**src/rtl/bg_pkg.sv**
```systemverilog
// Shared definitions for the background effect sequencer: mode encodings,
// effect bit positions and the per-mode enable_effect patterns.
package bg_pkg;

    typedef enum logic [1:0] {
        MODE_IDLE    = 2'd0,
        MODE_ATTRACT = 2'd1,
        MODE_INTRO   = 2'd2,
        MODE_FLASH   = 2'd3
    } mode_e;

    localparam int EFF_WAVE  = 0;
    localparam int EFF_IMAGE = 1;
    localparam int EFF_BANK  = 2;

    localparam logic [2:0] EFF_BIT_WAVE  = 3'(1 << EFF_WAVE);
    localparam logic [2:0] EFF_BIT_IMAGE = 3'(1 << EFF_IMAGE);
    localparam logic [2:0] EFF_BIT_BANK  = 3'(1 << EFF_BANK);

    localparam logic [2:0] EFF_OFF      = 3'b000;
    localparam logic [2:0] EFF_ATTRACT  = EFF_BIT_WAVE | EFF_BIT_IMAGE;
    localparam logic [2:0] EFF_INTRO    = EFF_BIT_WAVE;
    localparam logic [2:0] EFF_FLASH_B1 = EFF_BIT_IMAGE | EFF_BIT_BANK;
    localparam logic [2:0] EFF_FLASH_B0 = EFF_BIT_IMAGE;

    // FLASH alternates image banks: phase 0 shows bank 1, phase 1 shows bank 0.
    function automatic logic [2:0] effect_for(input mode_e mode, input logic phase);
        case (mode)
            MODE_ATTRACT: effect_for = EFF_ATTRACT;
            MODE_INTRO:   effect_for = EFF_INTRO;
            MODE_FLASH:   effect_for = phase ? EFF_FLASH_B0 : EFF_FLASH_B1;
            default:      effect_for = EFF_OFF;
        endcase
    endfunction

    function automatic logic is_timed(input mode_e mode);
        is_timed = (mode == MODE_INTRO) || (mode == MODE_FLASH);
    endfunction

endpackage

```
**src/rtl/tick_prescaler.sv**
```systemverilog
// Free-running divider producing a registered one-cycle scroll_tick every
// TICK_DIV clock cycles; the first pulse appears TICK_DIV cycles after reset.
module tick_prescaler #(
    parameter int unsigned TICK_DIV = 1562500
) (
    input  logic clk,
    input  logic rst,
    output logic o_scroll_tick
);

    localparam logic [23:0] LAST_COUNT = 24'(TICK_DIV - 1);

    logic [23:0] r_count;
    logic        r_tick;
    logic        w_wrap;

    assign w_wrap = (r_count == LAST_COUNT);

    // NOTE: state registers use non-blocking assignments so every flop samples
    // the pre-edge value of r_count; blocking here would race the compare.
    always_ff @(posedge clk or posedge rst) begin
        if (rst) begin
            r_count <= 24'd0;
            r_tick  <= 1'b0;
        end else begin
            r_count <= w_wrap ? 24'd0 : r_count + 24'd1;
            r_tick  <= w_wrap;
        end
    end

    assign o_scroll_tick = r_tick;

endmodule

```
**src/rtl/bg_effect_sequencer.sv**
```systemverilog
// Frame-synchronous mode sequencer for the background effects renderer:
// latches mode requests and applies them at frame_start, times INTRO/FLASH.
module bg_effect_sequencer
    import bg_pkg::*;
#(
    parameter int unsigned TICK_DIV    = 1562500,
    parameter int unsigned INTRO_TICKS = 40,
    parameter int unsigned FLASH_TICKS = 8
) (
    input  logic       clk,
    input  logic       rst,
    input  logic       i_frame_start,
    input  logic       i_req_valid,
    input  logic [1:0] i_req_mode,
    output logic       o_req_ready,
    output logic [2:0] o_enable_effect,
    output logic       o_scroll_tick,
    output logic       o_busy,
    output logic       o_done
);

    mode_e       r_state;
    mode_e       r_pend_mode;
    logic        r_pending;
    logic        r_tick_seen;
    logic [7:0]  r_cnt;
    logic        r_phase;
    logic [2:0]  r_enable_effect;
    logic        r_busy;
    logic        r_done;

    logic        w_tick;
    logic        w_accept;
    logic        w_tick_avail;
    logic [7:0]  w_limit;
    logic        w_last;

    tick_prescaler #(
        .TICK_DIV (TICK_DIV)
    ) u_prescaler (
        .clk           (clk),
        .rst           (rst),
        .o_scroll_tick (w_tick)
    );

    assign o_req_ready  = !r_pending;
    assign w_accept     = i_req_valid && !r_pending;
    // A tick arriving on the frame_start cycle itself still counts for this frame.
    assign w_tick_avail = r_tick_seen || w_tick;
    assign w_limit      = (r_state == MODE_FLASH) ? 8'(FLASH_TICKS) : 8'(INTRO_TICKS);
    assign w_last       = (r_cnt == w_limit - 8'd1);

    always_ff @(posedge clk or posedge rst) begin
        if (rst) begin
            r_state         <= MODE_IDLE;
            r_pend_mode     <= MODE_IDLE;
            r_pending       <= 1'b0;
            r_tick_seen     <= 1'b0;
            r_cnt           <= 8'd0;
            r_phase         <= 1'b0;
            r_enable_effect <= EFF_OFF;
            r_busy          <= 1'b0;
            r_done          <= 1'b0;
        end else begin
            r_done <= 1'b0;

            if (w_accept) begin
                r_pending   <= 1'b1;
                r_pend_mode <= mode_e'(i_req_mode);
            end

            if (i_frame_start) begin
                r_tick_seen <= 1'b0;
            end else if (w_tick) begin
                r_tick_seen <= 1'b1;
            end

            // Accept needs !r_pending and apply needs r_pending, so they never collide.
            if (i_frame_start) begin
                if (r_pending) begin
                    r_pending       <= 1'b0;
                    r_state         <= r_pend_mode;
                    r_cnt           <= 8'd0;
                    r_phase         <= 1'b0;
                    r_enable_effect <= effect_for(r_pend_mode, 1'b0);
                    r_busy          <= is_timed(r_pend_mode);
                end else if (is_timed(r_state) && w_tick_avail) begin
                    if (w_last) begin
                        r_state         <= MODE_IDLE;
                        r_cnt           <= 8'd0;
                        r_phase         <= 1'b0;
                        r_enable_effect <= EFF_OFF;
                        r_busy          <= 1'b0;
                        r_done          <= 1'b1;
                    end else begin
                        r_cnt <= r_cnt + 8'd1;
                        if (r_state == MODE_FLASH) begin
                            r_phase         <= !r_phase;
                            r_enable_effect <= effect_for(MODE_FLASH, !r_phase);
                        end
                    end
                end
            end
        end
    end

    assign o_enable_effect = r_enable_effect;
    assign o_scroll_tick   = w_tick;
    assign o_busy          = r_busy;
    assign o_done          = r_done;

endmodule

```
**config.mk**
```make
export PLATFORM = sky130hd
export DESIGN_NAME = bg_effect_sequencer
export DESIGN_NICKNAME = d
export VERILOG_FILES = /design/src/rtl/bg_pkg.sv /design/src/rtl/tick_prescaler.sv /design/src/rtl/bg_effect_sequencer.sv
export SDC_FILE = /design/constraint.sdc
export NUM_CORES = 1
export LEC_CHECK = 0
export CAP_MARGIN = 0
export CORE_ASPECT_RATIO = 1.4
export CORE_UTILIZATION = 63
export CTS_CLUSTER_DIAMETER = 40
export DETAILED_ROUTE_END_ITERATION = 8
export GPL_TIMING_DRIVEN = 0
export PLACE_DENSITY = 0.84
export SYNTH_ARGS = -nofsm -noshare
export SYNTH_HDL_FRONTEND = slang
export SYNTH_SLANG_ARGS = --single-unit
```
**constraint.sdc**
```tcl
create_clock -name clk -period 3.21 [get_ports clk]
set_input_delay 0.642 -clock clk [delete_from_list [all_inputs] [get_ports clk]]
set_output_delay 0.642 -clock clk [all_outputs]
set_load 0.01 [all_outputs]
```
==> results_dict.tcl <==
set metrics [dict create \
    via_count 1812 \
    seq_area_frac_synth_pct 50.2 \
    finalHoldViolations 0 \
    crit_path_max_fanout 10 \
    drive_gt1_share_pct 6.72 \
    rrSetupSlack_ps 1030 \
    synth_cells 218 \
    cts_hold_buffers 0 \
    root_buffer "clkbuf_8" \
    fin_worst_skew_ps 10.2 \
    synth_edf_count 0 \
    diodes 0 \
    worst_path_largest_cell_delay_ps 530 \
    critical-path-top-delay-family "buffers and inverters" \
    final_cell_mix "dfrtp_1, nand2_1, nor2_1" \
    grt_pass1_vias 1861 \
    synth_seq_cells 45 \
    syn-cell-area_um2 2240 \
    crit_path_start_kind "flop" \
    crit_path_end_kind "primary output" \
    grt_max_degree 46 \
    clk_latency_ps 290 \
    total_power_uw 1330 \
    cp_cell_sequence "buf_1, inv_1, clkdlybuf4s50_1" \
    cp.buffers_inverters 3 \
    die-area_um2 3810 \
    cellLeakagePower_uw 0.00109 \
    cts_sinks 45 \
    min_period_over_period_pct 77.3 \
    worstPathArrival_ps 1840 \
    maxCapViolCount 0 \
    port_buffers 12 \
    ys_types 45 \
    vias_per_cell 6.52 \
    antenna_found_initial 0 \
    rsz0062_at_grt "false" \
    crit_required_ps 2570 \
    layout_commonest_cell "dfrtp_1" \
    numCtsBuffers 5 \
    initial_core_util_pct 66.4 \
    synthToLayoutAreaGrowth_pct 12.8 \
    synthArstFlopShare_pct 100 \
    first_iter_violations 120 \
    drt_first_pass_iters 4 \
    ctsLongestPathBuffers 2 \
    grt_pass1_wl_um 7800 \
    outcome "finished, final reports clean" \
    slowest_stage "clkdlybuf4s50_1" \
    ios 13 \
    wl_per_cell_um 16.9 \
    vdd_drop_max_v 0.000515 \
    globalplace.congestion 0.900 \
    num_rows 25 \
    max_freq_mhz 403 \
    grt_overflow 0 \
    drc 0 \
    grtUsageTotal_pct 27.8 \
    ant_nets 0 \
    hold_path_class "flop to flop" \
    cts_setup_buffers 0 \
    min_period_ps 2480 \
    power-per-cell-area_nw_per_um2 525 \
    die_h_um 72.6 \
    place_hpwl_um 3390 \
    syn-num-nets 229 \
    setup_violations 0 \
    timing.slew.headroom_pct 40.2 \
    finalSetupTns_ps 0 \
    critPathKind "flop to primary output" \
    core_um2 3380 \
    tritoncts "done" \
    fin_nets 248 \
    slew_viol_final 0 \
    worst_pin_slew_ps 896 \
    ys.flop_type "dfrtp_1" \
    avgSynthCellArea_um2 10.3 \
    ctsResizeCount 0 \
    die_width_um 52.4 \
    postRouteWirelength_um 4710 \
    h-tree-depth 2 \
    yosysWarningCount 0 \
    clk_pin_slew_ps 80 \
]
==> metal layers <==
layer / vias up / track usage, % / share of wire (%)
met5: - / 0 / 0
met4: 0 / 13.5 / 2.1
met3: 19 / 5.83 / 3.5
met2: 73 / 49.9 / 56
met1: 891 / 30.1 / 39
li1: 829 / - / -
==> area by class of cell <==
cell class	instances	area, µm²
sequential	45	1130
multi-input combinational	161	1060
fill	214	848
timing repair buffer	12	120
clock buffer	7	86.3
tap	40	50.0
buffer	5	33.8
clock inverter	1	30.0
inverter	7	26.3
==> state kept, by name (all words and copies together) (netlist names) <==
signal and cells:
o_busy 1, o_done 1, o_enable_effect 3, r_cnt 8
r_pend_mode 2, r_pending 1, r_phase 1, r_state 2
r_tick_seen 1, u_prescaler.o_scroll_tick 1, u_prescaler.r_count 24
==> report_power, final <==
group | switching [µW] | internal, µW
logic | 110 | 112
registers | 50.2 | 618
clock network | 183 | 254
total | 343 | 984
==> cells in the mapped netlist (2+ instances only) <==
cell,number,area (µm²)
dfrtp_1,45,1130
or4_1,4,30.0
ha_1,5,62.6
nor2_1,21,78.8
buf_6,2,22.5
clkbuf_1,2,7.51
nor2b_1,4,25.0
o31ai_1,4,30.0
a21oi_1,6,30.0
nor4_1,4,25.0
xnor2_1,17,149
and3_1,4,25.0
o21ai_0,7,35.0
o211ai_1,2,15.0
a32o_1,3,30.0
xor2_1,2,17.5
nand2b_1,2,12.5
inv_1,7,26.3
nand4_1,8,50.1
and4_1,3,26.3
o2bb2ai_1,4,35.0
a31o_2,3,26.3
nand2_1,21,78.8
nand3_1,12,60.1
nor4b_1,2,17.5
nor3_1,5,25.0
==> cells by family after synthesis <==
family | share of synthesized area, %
multiplexers | 0.446
buffers and inverters | 2.68
adder cells (fa/ha/maj) | 2.79
AO/OA/AOI/OAI | 12.7
XOR/XNOR | 7.42
flip-flops | 50.2
AND/OR/NAND/NOR | 23.8
==> final timing paths <==
kind                                         start                       to  cells after the start
setup / recovery                         r_pending              o_req_ready                      3
hold / removal             u_prescaler.r_count[23]  u_prescaler.r_count[23]                      1
setup reg to reg            u_prescaler.r_count[6]   u_prescaler.r_count[8]                      6
hold reg to reg            u_prescaler.r_count[23]  u_prescaler.r_count[23]                      1
max in group asynchronous                      rst  u_prescaler.r_count[23]                      2
min in group asynchronous                      rst           r_pend_mode[1]                      2
==> worst reg2reg max path, stage by stage, from the launching register on <==
cell and delay, ps:
dfrtp_1 380, buf_6 130, or4_1 510, or4_4 510, nor3_4 270, buf_6 200, nor2_1 70
==> stage by stage <==
stage / hold slack [ps] / util, % / setup slack, ps / area (µm²) / std cells
6_report: 499 / 74.9 / 729 / 2530 / 278
5_1_grt: 528 / 74.9 / 618 / 2530 / 278
4_1_cts: 497 / 74.9 / 749 / 2530 / 278
3_5_place_dp: 481 / 71.4 / 783 / 2410 / 270
3_3_place_gp: 473 / 71.4 / 750 / 2410 / 270
2_1_floorplan: 446 / - / 1210 / 2240 / 218
No activity file was read; power rests on OpenSTA's default activity.
